`config.mk`:
```
export PLATFORM = sky130hd
export DESIGN_NAME = hw_sw_mailbox_flat
export DESIGN_NICKNAME = d
export VERILOG_FILES = /design/src/rtl/mbox_pkg.sv /design/src/rtl/hw_sw_mailbox_if.sv /design/src/rtl/mbox_fifo.sv /design/src/rtl/hw_sw_mailbox.sv /design/src/flat_wrapper.sv
export SDC_FILE = /design/constraint.sdc
export NUM_CORES = 1
export LEC_CHECK = 0
export CAP_MARGIN = 0
export CORE_UTILIZATION = 32
export CTS_BUF_LIST = sky130_fd_sc_hd__clkbuf_16
export CTS_CLUSTER_SIZE = 10
export DETAILED_ROUTE_END_ITERATION = 8
export SLEW_MARGIN = 20
export SYNTH_ARGS = -nofsm -noshare
export SYNTH_HDL_FRONTEND = slang
export SYNTH_SLANG_ARGS = --single-unit
```
`constraint.sdc`:
```
create_clock -name clk_clk -period 6.11 [get_ports clk_clk]
set_input_delay 0.9165 -clock clk_clk [delete_from_list [all_inputs] [get_ports clk_clk]]
set_output_delay 0.9165 -clock clk_clk [all_outputs]
set_load 0.005 [all_outputs]
```
`src/rtl/mbox_pkg.sv`:
```
// Shared constants for the HW/SW mailbox: control/status bit indices and the
// RX presenter state encoding.
package mbox_pkg;

    localparam int unsigned SIG_W      = 8;

    // sw_sig_in bit positions
    localparam int unsigned CI_PUSH    = 0;
    localparam int unsigned CI_POP     = 1;
    localparam int unsigned CI_LOOP    = 6;
    localparam int unsigned CI_CLR     = 7;

    // sw_sig_out bit positions
    localparam int unsigned SO_ACK     = 0;
    localparam int unsigned SO_NEW     = 1;
    localparam int unsigned SO_TXFULL  = 2;
    localparam int unsigned SO_RXEMPTY = 3;
    localparam int unsigned SO_ERR     = 5;

    typedef enum logic {
        RX_IDLE = 1'b0,
        RX_SHOW = 1'b1
    } rx_state_e;

endpackage

```
`src/rtl/hw_sw_mailbox_if.sv`:
```
// Hardware-side stream pair of the mailbox: TX toward hardware, RX from it.
// master = mailbox side, slave = hardware side.
interface hw_sw_mailbox_if #(
    parameter int unsigned DATA_W = 16
);
    logic [DATA_W-1:0] hw_tx_data;
    logic              hw_tx_valid;
    logic              hw_tx_ready;
    logic [DATA_W-1:0] hw_rx_data;
    logic              hw_rx_valid;
    logic              hw_rx_ready;

    modport master (
        output hw_tx_data, hw_tx_valid, hw_rx_ready,
        input  hw_tx_ready, hw_rx_data, hw_rx_valid
    );

    modport slave (
        input  hw_tx_data, hw_tx_valid, hw_rx_ready,
        output hw_tx_ready, hw_rx_data, hw_rx_valid
    );
endinterface

```
`src/rtl/mbox_fifo.sv`:
```
// First-word-fall-through FIFO with wrap-bit pointers for full/empty.
// A write while full is accepted only together with a read.
module mbox_fifo #(
    parameter int unsigned DATA_W = 16,
    parameter int unsigned DEPTH  = 8
) (
    input  logic              clk,
    input  logic              rst,
    input  logic              i_wr,
    input  logic [DATA_W-1:0] i_wdata,
    input  logic              i_rd,
    output logic [DATA_W-1:0] o_rdata,
    output logic              o_full,
    output logic              o_empty
);
    localparam int unsigned AW = (DEPTH > 1) ? $clog2(DEPTH) : 1;
    localparam int unsigned PW = AW + 1;

    logic [DATA_W-1:0] r_mem [DEPTH];
    logic [PW-1:0]     r_wp;
    logic [PW-1:0]     r_rp;
    logic              w_wr_en;
    logic              w_rd_en;

    assign o_empty = (r_wp == r_rp);
    assign o_full  = (r_wp[AW-1:0] == r_rp[AW-1:0]) && (r_wp[AW] != r_rp[AW]);
    assign o_rdata = r_mem[r_rp[AW-1:0]];
    assign w_rd_en = i_rd && !o_empty;
    assign w_wr_en = i_wr && (!o_full || w_rd_en);

    // Pointer advance; wrap bit distinguishes full from empty
    always_ff @(posedge clk or posedge rst) begin
        if (rst) begin
            r_wp <= '0;
            r_rp <= '0;
        end else begin
            if (w_wr_en) r_wp <= r_wp + PW'(1);
            if (w_rd_en) r_rp <= r_rp + PW'(1);
        end
    end

    // Storage array, no reset needed
    always_ff @(posedge clk) begin
        if (w_wr_en) r_mem[r_wp[AW-1:0]] <= i_wdata;
    end

endmodule

```
`src/rtl/hw_sw_mailbox.sv`:
```
// HW/SW mailbox: software pushes words by toggling a control bit, hardware
// drains them from a TX FIFO; hardware words land in an RX FIFO and are
// presented one at a time to software, advanced by a pop toggle.
// Optional feature macro: MBOX_LOOPBACK_EN (sw_sig_in[6] routes TX into RX).
module hw_sw_mailbox
    import mbox_pkg::*;
#(
    parameter int unsigned DATA_W = 16,
    parameter int unsigned DEPTH  = 8
) (
    input  logic               clk_clk,
    input  logic               reset_reset,
    input  logic [DATA_W-1:0]  sw_data_in,
    input  logic [SIG_W-1:0]   sw_sig_in,
    output logic [DATA_W-1:0]  sw_data_out,
    output logic [SIG_W-1:0]   sw_sig_out,
    hw_sw_mailbox_if.master    hw
);
    logic              r_armed;
    logic [1:0]        r_sig_q;
    logic              r_pend;
    logic [DATA_W-1:0] r_pend_data;
    logic              r_ack;
    logic              r_new;
    logic              r_err;
    logic [DATA_W-1:0] r_data_out;
    rx_state_e         r_state;
    rx_state_e         w_state_nxt;

    logic              w_push_tgl;
    logic              w_pop_tgl;
    logic              w_push_err;
    logic              w_pop_err;
    logic              w_load;
    logic              w_tx_wr;
    logic [DATA_W-1:0] w_tx_wdata;
    logic              w_tx_rd;
    logic [DATA_W-1:0] w_tx_head;
    logic              w_tx_full;
    logic              w_tx_empty;
    logic              w_rx_wr;
    logic [DATA_W-1:0] w_rx_wdata;
    logic              w_rx_rd;
    logic [DATA_W-1:0] w_rx_head;
    logic              w_rx_full;
    logic              w_rx_empty;
    logic              w_unused;

    // Toggles only count once the input copy has been loaded after reset
    assign w_push_tgl = r_armed && (sw_sig_in[CI_PUSH] != r_sig_q[0]);
    assign w_pop_tgl  = r_armed && (sw_sig_in[CI_POP]  != r_sig_q[1]);
    assign w_push_err = w_push_tgl && r_pend;
    assign w_tx_wr    = !w_tx_full && (r_pend || w_push_tgl);
    assign w_tx_wdata = r_pend ? r_pend_data : sw_data_in;

    // Input copy for toggle detection; first cycle out of reset just loads it
    always_ff @(posedge clk_clk or posedge reset_reset) begin
        if (reset_reset) begin
            r_armed <= 1'b0;
            r_sig_q <= '0;
        end else begin
            r_armed <= 1'b1;
            r_sig_q <= sw_sig_in[1:0];
        end
    end

    // Pending push register and push-ack toggle
    always_ff @(posedge clk_clk or posedge reset_reset) begin
        if (reset_reset) begin
            r_pend      <= 1'b0;
            r_pend_data <= '0;
            r_ack       <= 1'b0;
        end else if (w_tx_wr) begin
            r_pend <= 1'b0;
            r_ack  <= ~r_ack;
        end else if (w_push_tgl && !r_pend) begin
            r_pend      <= 1'b1;
            r_pend_data <= sw_data_in;
        end
    end

`ifdef MBOX_LOOPBACK_EN
    logic w_lb;
    logic w_lb_mv;

    // Loopback steals both streams from hardware and moves TX head into RX
    assign w_lb            = sw_sig_in[CI_LOOP];
    assign w_lb_mv         = w_lb && r_armed && !w_tx_empty && !w_rx_full;
    assign hw.hw_tx_valid  = r_armed && !w_tx_empty && !w_lb;
    assign hw.hw_rx_ready  = r_armed && !w_rx_full && !w_lb;
    assign w_tx_rd         = w_lb_mv || (hw.hw_tx_valid && hw.hw_tx_ready);
    assign w_rx_wr         = w_lb_mv || (hw.hw_rx_valid && hw.hw_rx_ready);
    assign w_rx_wdata      = w_lb ? w_tx_head : hw.hw_rx_data;
    assign w_unused        = ^{1'b0, sw_sig_in[5:2]};
`else
    // Plain stream connection to hardware
    assign hw.hw_tx_valid  = r_armed && !w_tx_empty;
    assign hw.hw_rx_ready  = r_armed && !w_rx_full;
    assign w_tx_rd         = hw.hw_tx_valid && hw.hw_tx_ready;
    assign w_rx_wr         = hw.hw_rx_valid && hw.hw_rx_ready;
    assign w_rx_wdata      = hw.hw_rx_data;
    assign w_unused        = ^{1'b0, sw_sig_in[6:2]};
`endif
    assign hw.hw_tx_data   = hw.hw_tx_valid ? w_tx_head : '0;

    mbox_fifo #(.DATA_W(DATA_W), .DEPTH(DEPTH)) u_tx_fifo (
        .clk     (clk_clk),
        .rst     (reset_reset),
        .i_wr    (w_tx_wr),
        .i_wdata (w_tx_wdata),
        .i_rd    (w_tx_rd),
        .o_rdata (w_tx_head),
        .o_full  (w_tx_full),
        .o_empty (w_tx_empty)
    );

    mbox_fifo #(.DATA_W(DATA_W), .DEPTH(DEPTH)) u_rx_fifo (
        .clk     (clk_clk),
        .rst     (reset_reset),
        .i_wr    (w_rx_wr),
        .i_wdata (w_rx_wdata),
        .i_rd    (w_rx_rd),
        .o_rdata (w_rx_head),
        .o_full  (w_rx_full),
        .o_empty (w_rx_empty)
    );

    // RX presenter state register
    always_ff @(posedge clk_clk or posedge reset_reset) begin
        if (reset_reset) r_state <= RX_IDLE;
        else             r_state <= w_state_nxt;
    end

    // RX presenter next state: load a head word, advance on pop toggle
    always_comb begin
        w_state_nxt = r_state;
        w_rx_rd     = 1'b0;
        w_load      = 1'b0;
        w_pop_err   = 1'b0;
        case (r_state)
            RX_IDLE: begin
                if (w_pop_tgl) w_pop_err = 1'b1;
                if (!w_rx_empty) begin
                    w_state_nxt = RX_SHOW;
                    w_rx_rd     = 1'b1;
                    w_load      = 1'b1;
                end
            end
            RX_SHOW: begin
                if (w_pop_tgl) begin
                    if (!w_rx_empty) begin
                        w_rx_rd = 1'b1;
                        w_load  = 1'b1;
                    end else begin
                        w_state_nxt = RX_IDLE;
                    end
                end
            end
            default: w_state_nxt = RX_IDLE;
        endcase
    end

    // Presented word and new-word toggle
    always_ff @(posedge clk_clk or posedge reset_reset) begin
        if (reset_reset) begin
            r_data_out <= '0;
            r_new      <= 1'b0;
        end else if (w_load) begin
            r_data_out <= w_rx_head;
            r_new      <= ~r_new;
        end
    end

    // Error sticky; a set in the same cycle as clear wins
    always_ff @(posedge clk_clk or posedge reset_reset) begin
        if (reset_reset)                  r_err <= 1'b0;
        else if (w_push_err || w_pop_err) r_err <= 1'b1;
        else if (sw_sig_in[CI_CLR])       r_err <= 1'b0;
    end

    assign sw_data_out = r_data_out;

    // Status word assembled from registered state
    always_comb begin
        sw_sig_out             = '0;
        sw_sig_out[SO_ACK]     = r_ack;
        sw_sig_out[SO_NEW]     = r_new;
        sw_sig_out[SO_TXFULL]  = w_tx_full;
        sw_sig_out[SO_RXEMPTY] = (r_state == RX_IDLE);
        sw_sig_out[SO_ERR]     = r_err;
    end

endmodule

```
`src/flat_wrapper.sv`:
```
// flat-port wrapper written by rule: the top's interface ports become plain ports
module hw_sw_mailbox_flat import mbox_pkg::*;
#(
    parameter int unsigned DATA_W = 16,
    parameter int unsigned DEPTH  = 8
)
  (clk_clk, reset_reset, sw_data_in, sw_sig_in, sw_data_out, sw_sig_out, hw_hw_tx_data, hw_hw_tx_valid, hw_hw_rx_ready, hw_hw_tx_ready, hw_hw_rx_data, hw_hw_rx_valid);
  hw_sw_mailbox_if #(.DATA_W(DATA_W)) hw_i ();
  input  logic clk_clk;
  input  logic reset_reset;
  input  logic [DATA_W-1:0] sw_data_in;
  input  logic [SIG_W-1:0] sw_sig_in;
  output logic [DATA_W-1:0] sw_data_out;
  output logic [SIG_W-1:0] sw_sig_out;
  output wire logic [$bits(hw_i.hw_tx_data)-1:0] hw_hw_tx_data;
  output wire logic [$bits(hw_i.hw_tx_valid)-1:0] hw_hw_tx_valid;
  output wire logic [$bits(hw_i.hw_rx_ready)-1:0] hw_hw_rx_ready;
  input wire logic [$bits(hw_i.hw_tx_ready)-1:0] hw_hw_tx_ready;
  input wire logic [$bits(hw_i.hw_rx_data)-1:0] hw_hw_rx_data;
  input wire logic [$bits(hw_i.hw_rx_valid)-1:0] hw_hw_rx_valid;
  assign hw_hw_tx_data = hw_i.hw_tx_data;
  assign hw_hw_tx_valid = hw_i.hw_tx_valid;
  assign hw_hw_rx_ready = hw_i.hw_rx_ready;
  assign hw_i.hw_tx_ready = hw_hw_tx_ready;
  assign hw_i.hw_rx_data = hw_hw_rx_data;
  assign hw_i.hw_rx_valid = hw_hw_rx_valid;
  hw_sw_mailbox #(.DATA_W(DATA_W), .DEPTH(DEPTH)) u_core (.clk_clk(clk_clk), .reset_reset(reset_reset), .sw_data_in(sw_data_in), .sw_sig_in(sw_sig_in), .sw_data_out(sw_data_out), .sw_sig_out(sw_sig_out), .hw(hw_i));
endmodule
```
==> metrics.csv <==
stage,metric,value,unit
critical_path,worst-path maximum fanout,21,
yosys,Mapped Cells,605,
detailed_routing,drt total wl,24.61,mm
sta,RSZ-0062 raised after global routing,no,
critical_path,crit path capture type,output pin,
critical_path,"Arr. time, crit path",2.99,ns
critical_path,startpoint types,flip-flop,
placed_design,Placed Instance Area,13960,um2
die,# IOs,86,
yosys,ys flop type,edfxtp_1,
sta,Slew Limit Fails,0,
critical_path,Worst EP required,5.19,ns
clock_tree,CTS tree,done,
flow_run,MaxCap Viol Count,0,
yosys,Cell variety after synth,43,
yosys,"EDFF count, synth",256,
yosys,Post-synth ARST share,17.95,%
hold_path,Hold Path Class,reg -> reg,
clock_tree,post-CTS setup buffer count,0,
critical_path,Crit Path Class,reg -> out,
die,full die area,40030,um2
yosys,Ys Warns,0,
sta,Final Setup Violations,0,
detailed_routing,via count,5778,
global_route,GRT overflow,0,
clock_tree,total number of clock tree sinks,312,
die,row cnt,72,
global_route,first-pass GRT wire length,37.14,mm
global_route,Tot GR Track Use,12.67,%
yosys,adder-cell share of the synthesized area,0.3986,%
clock_tree,Worst-Skew Late Latency,0.50,ns
yosys,Simple-Gate Fraction of Synth Area,2.661,%
yosys,sequential share of the synthesized area,72.39,%
sta,min Tclk post-route,3.906,ns
die,Die Span Y,200.1,um
global_route,initial antenna violation count,2,
final_layout,proportion of layout cells with a drive suffix above 1,24.25,%
sta,period utilization,63.93,%
global_route,pin count of the biggest net entering global routing,57,
clock_tree,CTS hold repair buffers,0,
sta,final worst slack,2.204,ns
pwr,P per Cell Area,441.7,nW/um2
yosys,Synth Area in Compound Gates,0.5481,%
yosys,Mapped Avg Cell Area,20.75,um2
yosys,largest family of logic cells by synthesized area,multiplexers,
final_layout,Total Nets Final,752,
yosys,post-synthesis register bit count,312,
placed_design,DP Worst Slack,2.362,ns
detailed_routing,Iteration-0 DRC Markers,290,
status,status,completed,
sta,Hold Fails Final Rpt,0,
final_layout,Area Overhead vs Synth,19.39,%
clock_tree,clk root buf,clkbuf_16,
placed_design,final estimated routing congestion in global placement,0.6844,
yosys,proportion of synthesized area in mux cells,19.81,%
global_route,vias in the first global route,6048,
clock_tree,H-tree levels,2,
sta,setup_tns,0,ns
detailed_routing,Antenna Nets Post-Route,0,
die,Die Width,200.1,um
clock_tree,buffer depth of the longest clock path,3,
detailed_routing,drt drc,0,
placed_design,DP HPWL,14.02,mm
yosys,Post-Synth XOR/XNOR Area,1.874,%
clock_tree,CTS Buf Count,37,
die,Initial Util,32.49,%
final_layout,final instance area,14990,um2
yosys,"Cell Area, Synth",12550,um2
final_layout,fillers,3486,
placed_design,PortBufs,77,
sta,Worst slew margin,27.53,%
sta,clk_skew,0.01207,ns
sta,Slew @ Worst Pin,1.087,ns
clock_tree,post-cts resize count,0,
die,core area,38650,um2
sta,Max Clock Freq,256.0,MHz
final_layout,antenna fix cells,0,
pwr,Lkg Pwr,0.005234,uW
pwr,Worst VDD drop,226.8,uV
detailed_routing,routed len/inst,19.72,um
detailed_routing,Via density,4.630,
clock_tree,clk slew on worst S/H paths,0.05,ns
detailed_routing,Initial DRT Pass Iterations,4,
## synthesized netlist by cell type (all sizes together) (2+ instances only)
master    n  share of area, %
conb      2             0.060
nand4     3              0.20
nand2    10              0.30
inv       7              0.21
clkbuf   12              0.45
dfrtp    56                11
nand2b    4              0.20
mux2i    16               1.3
nor4b     4              0.33
mux2     68               6.1
a21oi     2             0.080
nor2     23              0.75
nor3      6              0.33
ha        4              0.40
xnor2    11              0.77
xor2     15               1.1
buf      27               1.6
edfxtp  256                61
a41oi     2              0.14
mux4     64                12
nand3     2             0.080
nor3b     2              0.12
## cells in the final DEF, fill, tap and decap left out, types with 2 or more instances in the layout
cell type | synthesis | layout
edfxtp_1 | 256 | 256
clkdlybuf4s50_1 | 0 | 77
mux2_2 | 68 | 68
dfrtp_1 | 56 | 54
clkbuf_16 | 0 | 37
mux4_1 | 32 | 32
mux4_2 | 32 | 32
inv_1 | 5 | 30
nor2_1 | 22 | 22
buf_4 | 9 | 20
mux2i_1 | 16 | 16
xor2_1 | 14 | 14
xnor2_1 | 11 | 11
nand2_1 | 10 | 10
nand2b_1 | 4 | 4
ha_1 | 4 | 4
conb_1 | 2 | 4
nor3_4 | 1 | 3
inv_2 | 2 | 3
nor4b_2 | 1 | 3
a21oi_1 | 2 | 2
a41oi_1 | 2 | 2
nand4_1 | 2 | 2
nor3_2 | 0 | 2
nand3_1 | 2 | 2
nor3b_1 | 2 | 2
clkinv_1 | 0 | 2
dfrtp_2 | 0 | 2
## worst paths after layout
check                                          from                      endpoint  slack [ns]  cells after the start
min reg2reg                            u_core.r_ack                  u_core.r_ack        0.47                      1
max reg2reg                u_core.u_rx_fifo.r_rp[0]  u_core.u_rx_fifo.r_mem[6][8]        2.69                      5
min                                    u_core.r_ack                  u_core.r_ack        0.47                      1
max in group asynchronous               reset_reset      u_core.u_tx_fifo.r_rp[0]        4.48                      3
min in group asynchronous               reset_reset                  u_core.r_new        0.99                      3
max                        u_core.u_tx_fifo.r_rp[0]              hw_hw_tx_data[9]        2.20                      5
## power by group
group / internal (uW) / switching [uW]
clock: 1080 / 789
combinational: 1030 / 783
sequential: 2650 / 280
total: 4770 / 1850
## cells by family after synthesis
kind of cell	after synthesis
AOI/OAI and AO/OA	7
xor gates and xnor gates	26
adders and majority gates	4
buffers and inverters	46
DFF	312
muxes	148
other	2
and+or+nand+nor	60
## metrics by stage
stage               power (uW)  utilization [%]  std cells  hold slack (ns)
floorplan                 4197                -        607           0.4428
global placement          4813            36.12       1183           0.4614
detailed placement        4850            36.12       1183           0.4660
CTS                       6741            38.79       1248           0.4747
global route              6981            38.79       1248           0.4973
finish                    6621            38.79       1248           0.4724
## layout make-up
| type | instances | area (um2) | area share (%) |
|---|---|---|---|
| flip-flops and latches | 312 | 9091 | 60.65 |
| clock buffers | 37 | 925.9 | 6.177 |
| inverters | 7 | 26.28 | 0.1753 |
| clock inverters | 28 | 105.1 | 0.7012 |
| multi-input cells | 249 | 3272 | 21.83 |
| well taps | 518 | 648.1 | 4.324 |
| repair buffers | 97 | 920.9 | 6.144 |
## flip-flops by register name, indices dropped and copies added, names as in the netlist
signal / count
u_core.r_armed: 1
u_core.r_sig_q: 2
u_core.u_tx_fifo.r_rp: 4
u_core.u_rx_fifo.r_rp: 4
u_core.u_tx_fifo.r_mem: 128
u_core.sw_data_out: 16
u_core.r_err: 1
u_core.r_pend: 1
u_core.u_rx_fifo.r_wp: 4
u_core.r_pend_data: 16
u_core.r_new: 1
u_core.r_state: 1
u_core.r_ack: 1
u_core.u_rx_fifo.r_mem: 128
u_core.u_tx_fifo.r_wp: 4
## critical path, stage by stage, from the launching register on
cell	delay, ns
dfrtp_2	0.71
buf_4	0.48
mux4_2	0.57
mux2i_1	0.18
nor2_1	0.07
clkdlybuf4s50_1	0.45
## per-layer routing
metal | part of all wire [%] | GRT usage, % | routed length, um
met1 | 42 | 15.97 | 10360
met5 | 0.11 | 0 | 28
met3 | 4.3 | 2.487 | 1054
met4 | 2.0 | 3.308 | 492
met2 | 52 | 22.25 | 12680
No activity file was read; power rests on OpenSTA's default activity.
